<file path="src/rtl/risc_pkg.sv">
// ============================================================================
// Module : risc_pkg
// Brief  : Shared opcode map, phase encoding and widths for the 8-bit RISC core.
// Rev    : 1.0 - initial release
// ============================================================================
`default_nettype none

package risc_pkg;

    localparam int DATA_WIDTH   = 8;
    localparam int OPCODE_WIDTH = 3;

    localparam logic [2:0] OP_HLT = 3'b000;
    localparam logic [2:0] OP_SKZ = 3'b001;
    localparam logic [2:0] OP_ADD = 3'b010;
    localparam logic [2:0] OP_AND = 3'b011;
    localparam logic [2:0] OP_XOR = 3'b100;
    localparam logic [2:0] OP_LDA = 3'b101;
    localparam logic [2:0] OP_STO = 3'b110;
    localparam logic [2:0] OP_JMP = 3'b111;

    localparam logic [2:0] PH_INST_ADDR  = 3'd0;
    localparam logic [2:0] PH_INST_FETCH = 3'd1;
    localparam logic [2:0] PH_INST_LOAD  = 3'd2;
    localparam logic [2:0] PH_IDLE       = 3'd3;
    localparam logic [2:0] PH_OP_ADDR    = 3'd4;
    localparam logic [2:0] PH_OP_FETCH   = 3'd5;
    localparam logic [2:0] PH_ALU_OP     = 3'd6;
    localparam logic [2:0] PH_STORE      = 3'd7;

    // Opcodes whose result comes back through the ALU into the accumulator.
    function automatic logic is_aluop(input logic [2:0] op);
        return (op == OP_ADD) || (op == OP_AND) || (op == OP_XOR) || (op == OP_LDA);
    endfunction

endpackage

`default_nettype wire

</file>
<file path="src/rtl/risc_phase_counter.sv">
// ============================================================================
// Module : risc_phase_counter
// Brief  : 3-bit wrapping phase counter with enable and synchronous clear.
// Rev    : 1.0 - initial release
// ============================================================================
`default_nettype none

module risc_phase_counter
    import risc_pkg::*;
(
    input  logic       clk,
    input  logic       rst_n,
    input  logic       i_en,
    input  logic       i_clr,
    output logic [2:0] o_phase
);

    logic [2:0] r_phase;

    // Clear wins over enable so entering HALTED always parks the count at PH0.
    always_ff @(posedge clk or negedge rst_n) begin
        if (!rst_n) begin
            r_phase <= PH_INST_ADDR;
        end else if (i_clr) begin
            r_phase <= PH_INST_ADDR;
        end else if (i_en) begin
            r_phase <= r_phase + 3'd1;
        end
    end

    assign o_phase = r_phase;

endmodule

`default_nettype wire

</file>
<file path="src/rtl/risc_controller.sv">
// ============================================================================
// Module : risc_controller
// Brief  : Eight-phase sequencer and control-strobe decoder with halt/resume.
//          Optional single-step gating in PH0 when RISC_CTRL_STEP_EN is defined.
// Rev    : 1.0 - initial release
// ============================================================================
`default_nettype none

module risc_controller #(
    parameter int OPCODE_WIDTH = 3
) (
    input  logic                    clk,
    input  logic                    rst_n,
    input  logic [OPCODE_WIDTH-1:0] opcode,
    input  logic                    zero,
    input  logic                    resume,
`ifdef RISC_CTRL_STEP_EN
    input  logic                    step,
`endif
    output logic                    sel,
    output logic                    rd,
    output logic                    ld_ir,
    output logic                    halt,
    output logic                    inc_pc,
    output logic                    ld_ac,
    output logic                    ld_pc,
    output logic                    wr,
    output logic                    data_e
);

    import risc_pkg::*;

    logic       r_halted;
    logic [2:0] w_phase;
    logic       w_is_hlt;
    logic       w_halt_entry;
    logic       w_advance;
    logic       w_alu;
    logic       w_sto;
    logic       w_jmp;
    logic       w_skz;

    assign w_is_hlt     = (opcode == OP_HLT);
    assign w_alu        = is_aluop(opcode);
    assign w_sto        = (opcode == OP_STO);
    assign w_jmp        = (opcode == OP_JMP);
    assign w_skz        = (opcode == OP_SKZ);
    assign w_halt_entry = !r_halted && (w_phase == PH_OP_ADDR) && w_is_hlt;

`ifdef RISC_CTRL_STEP_EN
    assign w_advance = !r_halted && ((w_phase != PH_INST_ADDR) || step);
`else
    assign w_advance = !r_halted;
`endif

    risc_phase_counter u_phase_counter (
        .clk     (clk),
        .rst_n   (rst_n),
        .i_en    (w_advance),
        .i_clr   (w_halt_entry),
        .o_phase (w_phase)
    );

    // resume is only looked at once HALTED is registered, so a resume that
    // coincides with the HLT decode in PH4 cannot cancel the halt.
    always_ff @(posedge clk or negedge rst_n) begin
        if (!rst_n) begin
            r_halted <= 1'b0;
        end else if (w_halt_entry) begin
            r_halted <= 1'b1;
        end else if (r_halted && resume) begin
            r_halted <= 1'b0;
        end
    end

    always_comb begin
        sel    = 1'b0;
        rd     = 1'b0;
        ld_ir  = 1'b0;
        halt   = 1'b0;
        inc_pc = 1'b0;
        ld_ac  = 1'b0;
        ld_pc  = 1'b0;
        wr     = 1'b0;
        data_e = 1'b0;
        if (r_halted) begin
            halt = 1'b1;
        end else begin
            case (w_phase)
                PH_INST_ADDR: begin
                    sel = 1'b1;
                end
                PH_INST_FETCH: begin
                    sel = 1'b1;
                    rd  = 1'b1;
                end
                PH_INST_LOAD, PH_IDLE: begin
                    sel   = 1'b1;
                    rd    = 1'b1;
                    ld_ir = 1'b1;
                end
                PH_OP_ADDR: begin
                    inc_pc = 1'b1;
                    halt   = w_is_hlt;
                end
                PH_OP_FETCH: begin
                    rd = w_alu;
                end
                PH_ALU_OP: begin
                    rd     = w_alu;
                    inc_pc = w_skz && zero;
                    ld_pc  = w_jmp;
                    data_e = w_sto;
                end
                default: begin
                    rd     = w_alu;
                    ld_ac  = w_alu;
                    inc_pc = w_jmp;
                    ld_pc  = w_jmp;
                    wr     = w_sto;
                    data_e = w_sto;
                end
            endcase
        end
    end

endmodule

`default_nettype wire

</file>
<file path="config.mk">
export PLATFORM = sky130hd
export DESIGN_NAME = risc_controller
export DESIGN_NICKNAME = d
export VERILOG_FILES = /design/src/rtl/risc_pkg.sv /design/src/rtl/risc_phase_counter.sv /design/src/rtl/risc_controller.sv
export SDC_FILE = /design/constraint.sdc
export NUM_CORES = 1
export LEC_CHECK = 0
export BUFFER_PORTS_ARGS = -buffer_cell sky130_fd_sc_hd__buf_2
export CAP_MARGIN = 10
export CELL_PAD_IN_SITES_DETAIL_PLACEMENT = 1
export CELL_PAD_IN_SITES_GLOBAL_PLACEMENT = 1
export CORE_AREA = 4 4 41 43
export CTS_BUF_LIST = sky130_fd_sc_hd__clkbuf_4
export CTS_CLUSTER_SIZE = 20
export DETAILED_ROUTE_END_ITERATION = 10
export DIE_AREA = 0 0 45 47
export PLACE_DENSITY_LB_ADDON = 0.1
export SLEW_MARGIN = 10
export SYNTH_ARGS = -nofsm -noshare
export SYNTH_HDL_FRONTEND = slang
export SYNTH_HIERARCHICAL = 1
export SYNTH_SLANG_ARGS = --single-unit
</file>
<file path="constraint.sdc">
create_clock -name clk -period 2.4 [get_ports clk]
set_input_delay 0.36 -clock clk [delete_from_list [all_inputs] [get_ports clk]]
set_output_delay 0.36 -clock clk [all_outputs]
set_load 0.05 [all_outputs]
</file>
==> impl_metrics.env <==
export IMPL_synth_edf_count=0
export IMPL_grt_usage=0.0935
export IMPL_drc=0
export IMPL_cts_resized=0
export IMPL_numCtsBuffers=3
export IMPL_synth_top_area_share=0.327
export IMPL_n_fill_cell=168
export IMPL_diodes=0
export IMPL_dr_total_vias=325
export IMPL_first_global_vias=349
export IMPL_start_kind="register"
export IMPL_post_drt_wl_per_cell_um=12.5
export IMPL_clock_skew_final_ns=0.000330
export IMPL_dieWidth_um=45
export IMPL_path_cells="or4_1, or3_4, nand2_1, buf_2"
export IMPL_ant_nets=0
export IMPL_drv_slew=0
export IMPL_outcome="finished, final reports clean"
export IMPL_syn_num_nets=41
export IMPL_cp_slowest_cell="or4_1"
export IMPL_crit_required_ns=2.04
export IMPL_synth_cell_types=23
export IMPL_clk_path_buf_depth=2
export IMPL_clock_sinks=4
export IMPL_grt_pass1_wl_um=1460
export IMPL_synthesis_area_um2=307
export IMPL_gp_congestion=0.759
export IMPL_yosysSeqAreaShare=0.327
export IMPL_cp_end_kind="primary output"
export IMPL_rsz0062_at_grt="false"
export IMPL_cts_setup_buffers=0
export IMPL_cts_hold_buf=1
export IMPL_root_buffer="clkbuf_4"
export IMPL_drtIter0Drc=0
export IMPL_hold_class="input port to register"
export IMPL_worstSetupPathType="register to primary output"
export IMPL_cp_arrival_ns=1.88
export IMPL_total_leakage_power_nw=0.238
export IMPL_fin_nets=63
export IMPL_grt_overflow_total=0
export IMPL_power_density_nw_per_um2=1380
export IMPL_relSlewSlack=0.813
export IMPL_yosys_area_top_type="dfrtp_1"
export IMPL_async_flop_share=1.00
export IMPL_ys_top_cells_by_area="dfrtp_1 (33%), nor2_1 (7.3%), mux2i_2 (4.5%)"
export IMPL_h_tree_depth=1
export IMPL_path_clk_slew_ns=0.03
export IMPL_setup_viol_count_final=0
export IMPL_fp_coreArea_um2=1300
export IMPL_ys_seq_elements=4
export IMPL_max_freq_mhz=446
export IMPL_ys_warn_count=6
export IMPL_dieArea_um2=2120
export IMPL_setup_tns_final_ns=0
export IMPL_period_needed_ns=2.24
export IMPL_rows=13
export IMPL_firstDrtPassIters=1
export IMPL_finalCritPeriodShare=0.934
export IMPL_antenna_found_initial=0
export IMPL_crit_buf_inv=1
export IMPL_hold_viol=0
export IMPL_start_util=0.236
export IMPL_avgSynthCellArea_um2=9.29
export IMPL_drv_cap=0
export IMPL_drive_gt1_frac=0.472
export IMPL_max_stage_delay_ns=0.52
export IMPL_vdd_drop_max_v=0.000414
export IMPL_drt_total_wl_um=849
export IMPL_crit_fanout=8
export IMPL_tightestPinTransition_ns=0.280
export IMPL_dpl_instance_area_um2=408
export IMPL_pin_count=16
export IMPL_insertion_delay_ns=0.23
export IMPL_cp_top_family="simple AND/OR/NAND/NOR gates"
export IMPL_grt_max_degree=9
export IMPL_vias_per_cell=4.78
export IMPL_syn_to_final_growth_pct=43.7
export IMPL_synthFlopType="dfrtp_1"
export IMPL_syn_inst=33
export IMPL_io_buffers=15
export IMPL_fin_area_um2=440
export IMPL_die_y_um=47
export IMPL_cts_tree="done"
==> metal layers <==
layer	part of all wire	wire length, um	global-route usage
met5	0	0	0
met4	0	0	0.0526
met2	0.52	438	0.172
met3	0.082	70	0.0192
met1	0.40	339	0.0986
==> layout by cell type, fill, tap and decap left out, drive strengths merged <==
| cell | count |
|---|---|
| and3 | 1 |
| and4 | 1 |
| and2 | 1 |
| nand2 | 2 |
| o221a | 1 |
| a21oi | 1 |
| a32o | 1 |
| nor2 | 6 |
| or3 | 1 |
| nand3b | 1 |
| xor2 | 1 |
| and3b | 1 |
| a21bo | 1 |
| buf | 16 |
| dlygate4sd3 | 1 |
| or4 | 1 |
| ha | 1 |
| inv | 2 |
| mux2i | 2 |
| dfrtp | 4 |
| nand3 | 1 |
| clkbuf | 3 |
| nor3b | 1 |
| o31ai | 1 |
| xnor2 | 1 |
==> cells in the mapped netlist (2+ instances only) <==
master / count
dfrtp_1: 4
nor2_1: 6
nand2_1: 2
inv_1: 2
==> cells by family after synthesis <==
logic type,Yosys count,share of synthesized area
XOR/XNOR,2,0.0572
adder cells (fa/ha/maj),1,0.0408
multiplexers,2,0.0775
flip-flops,4,0.327
buffers and inverters,2,0.0245
AO/OA/AOI/OAI,5,0.143
AND/OR/NAND/NOR,17,0.331
==> metrics by stage <==
step / total power [W] / std cells / util / hold WS (ns) / setup slack [ns]
after detailed placement: 0.000537 / 64 / 0.313 / 0.167 / 0.389
after floorplan: 0.000433 / 33 / - / 0.0644 / 0.160
final: 0.000610 / 68 / 0.338 / 0.322 / 0.159
after global placement: 0.000530 / 64 / 0.313 / 0.166 / 0.409
after global routing: 0.000655 / 68 / 0.338 / 0.324 / 0.0830
after CTS: 0.000622 / 68 / 0.338 / 0.315 / 0.141
==> area by class of cell <==
cell class,instances,area (um2),area share
flip-flops and latches,4,100,0.227
multi-input cells,27,199,0.452
clock buffers,3,22.5,0.0511
repair buffers,17,92.6,0.210
inverters,2,7.51,0.0170
well taps,15,18.8,0.0426
==> worst paths after layout <==
kind	startpoint	end	slack, ns	cells past startpoint
setup / recovery	u_phase_counter/o_phase[0]	halt	0.16	4
hold / removal	resume	r_halted	0.32	2
setup reg to reg	u_phase_counter/o_phase[0]	u_phase_counter/o_phase[0]	0.69	4
hold reg to reg	u_phase_counter/o_phase[2]	u_phase_counter/o_phase[2]	0.65	2
max in group asynchronous	rst_n	r_halted	1.83	2
min in group asynchronous	rst_n	u_phase_counter/o_phase[2]	0.46	2
==> flip-flops by register name (all words and copies together) (netlist names) <==
| register | count |
|---|---|
| u_phase_counter/o_phase | 3 |
| r_halted | 1 |
==> power breakdown <==
part	switching, W	internal, W
Combinational	0.000260	0.000137
Sequential	0.0000390	0.0000968
Clock	0.0000220	0.0000555
Total	0.000321	0.000289
Note: power is estimated with default switching activity, not from simulation.
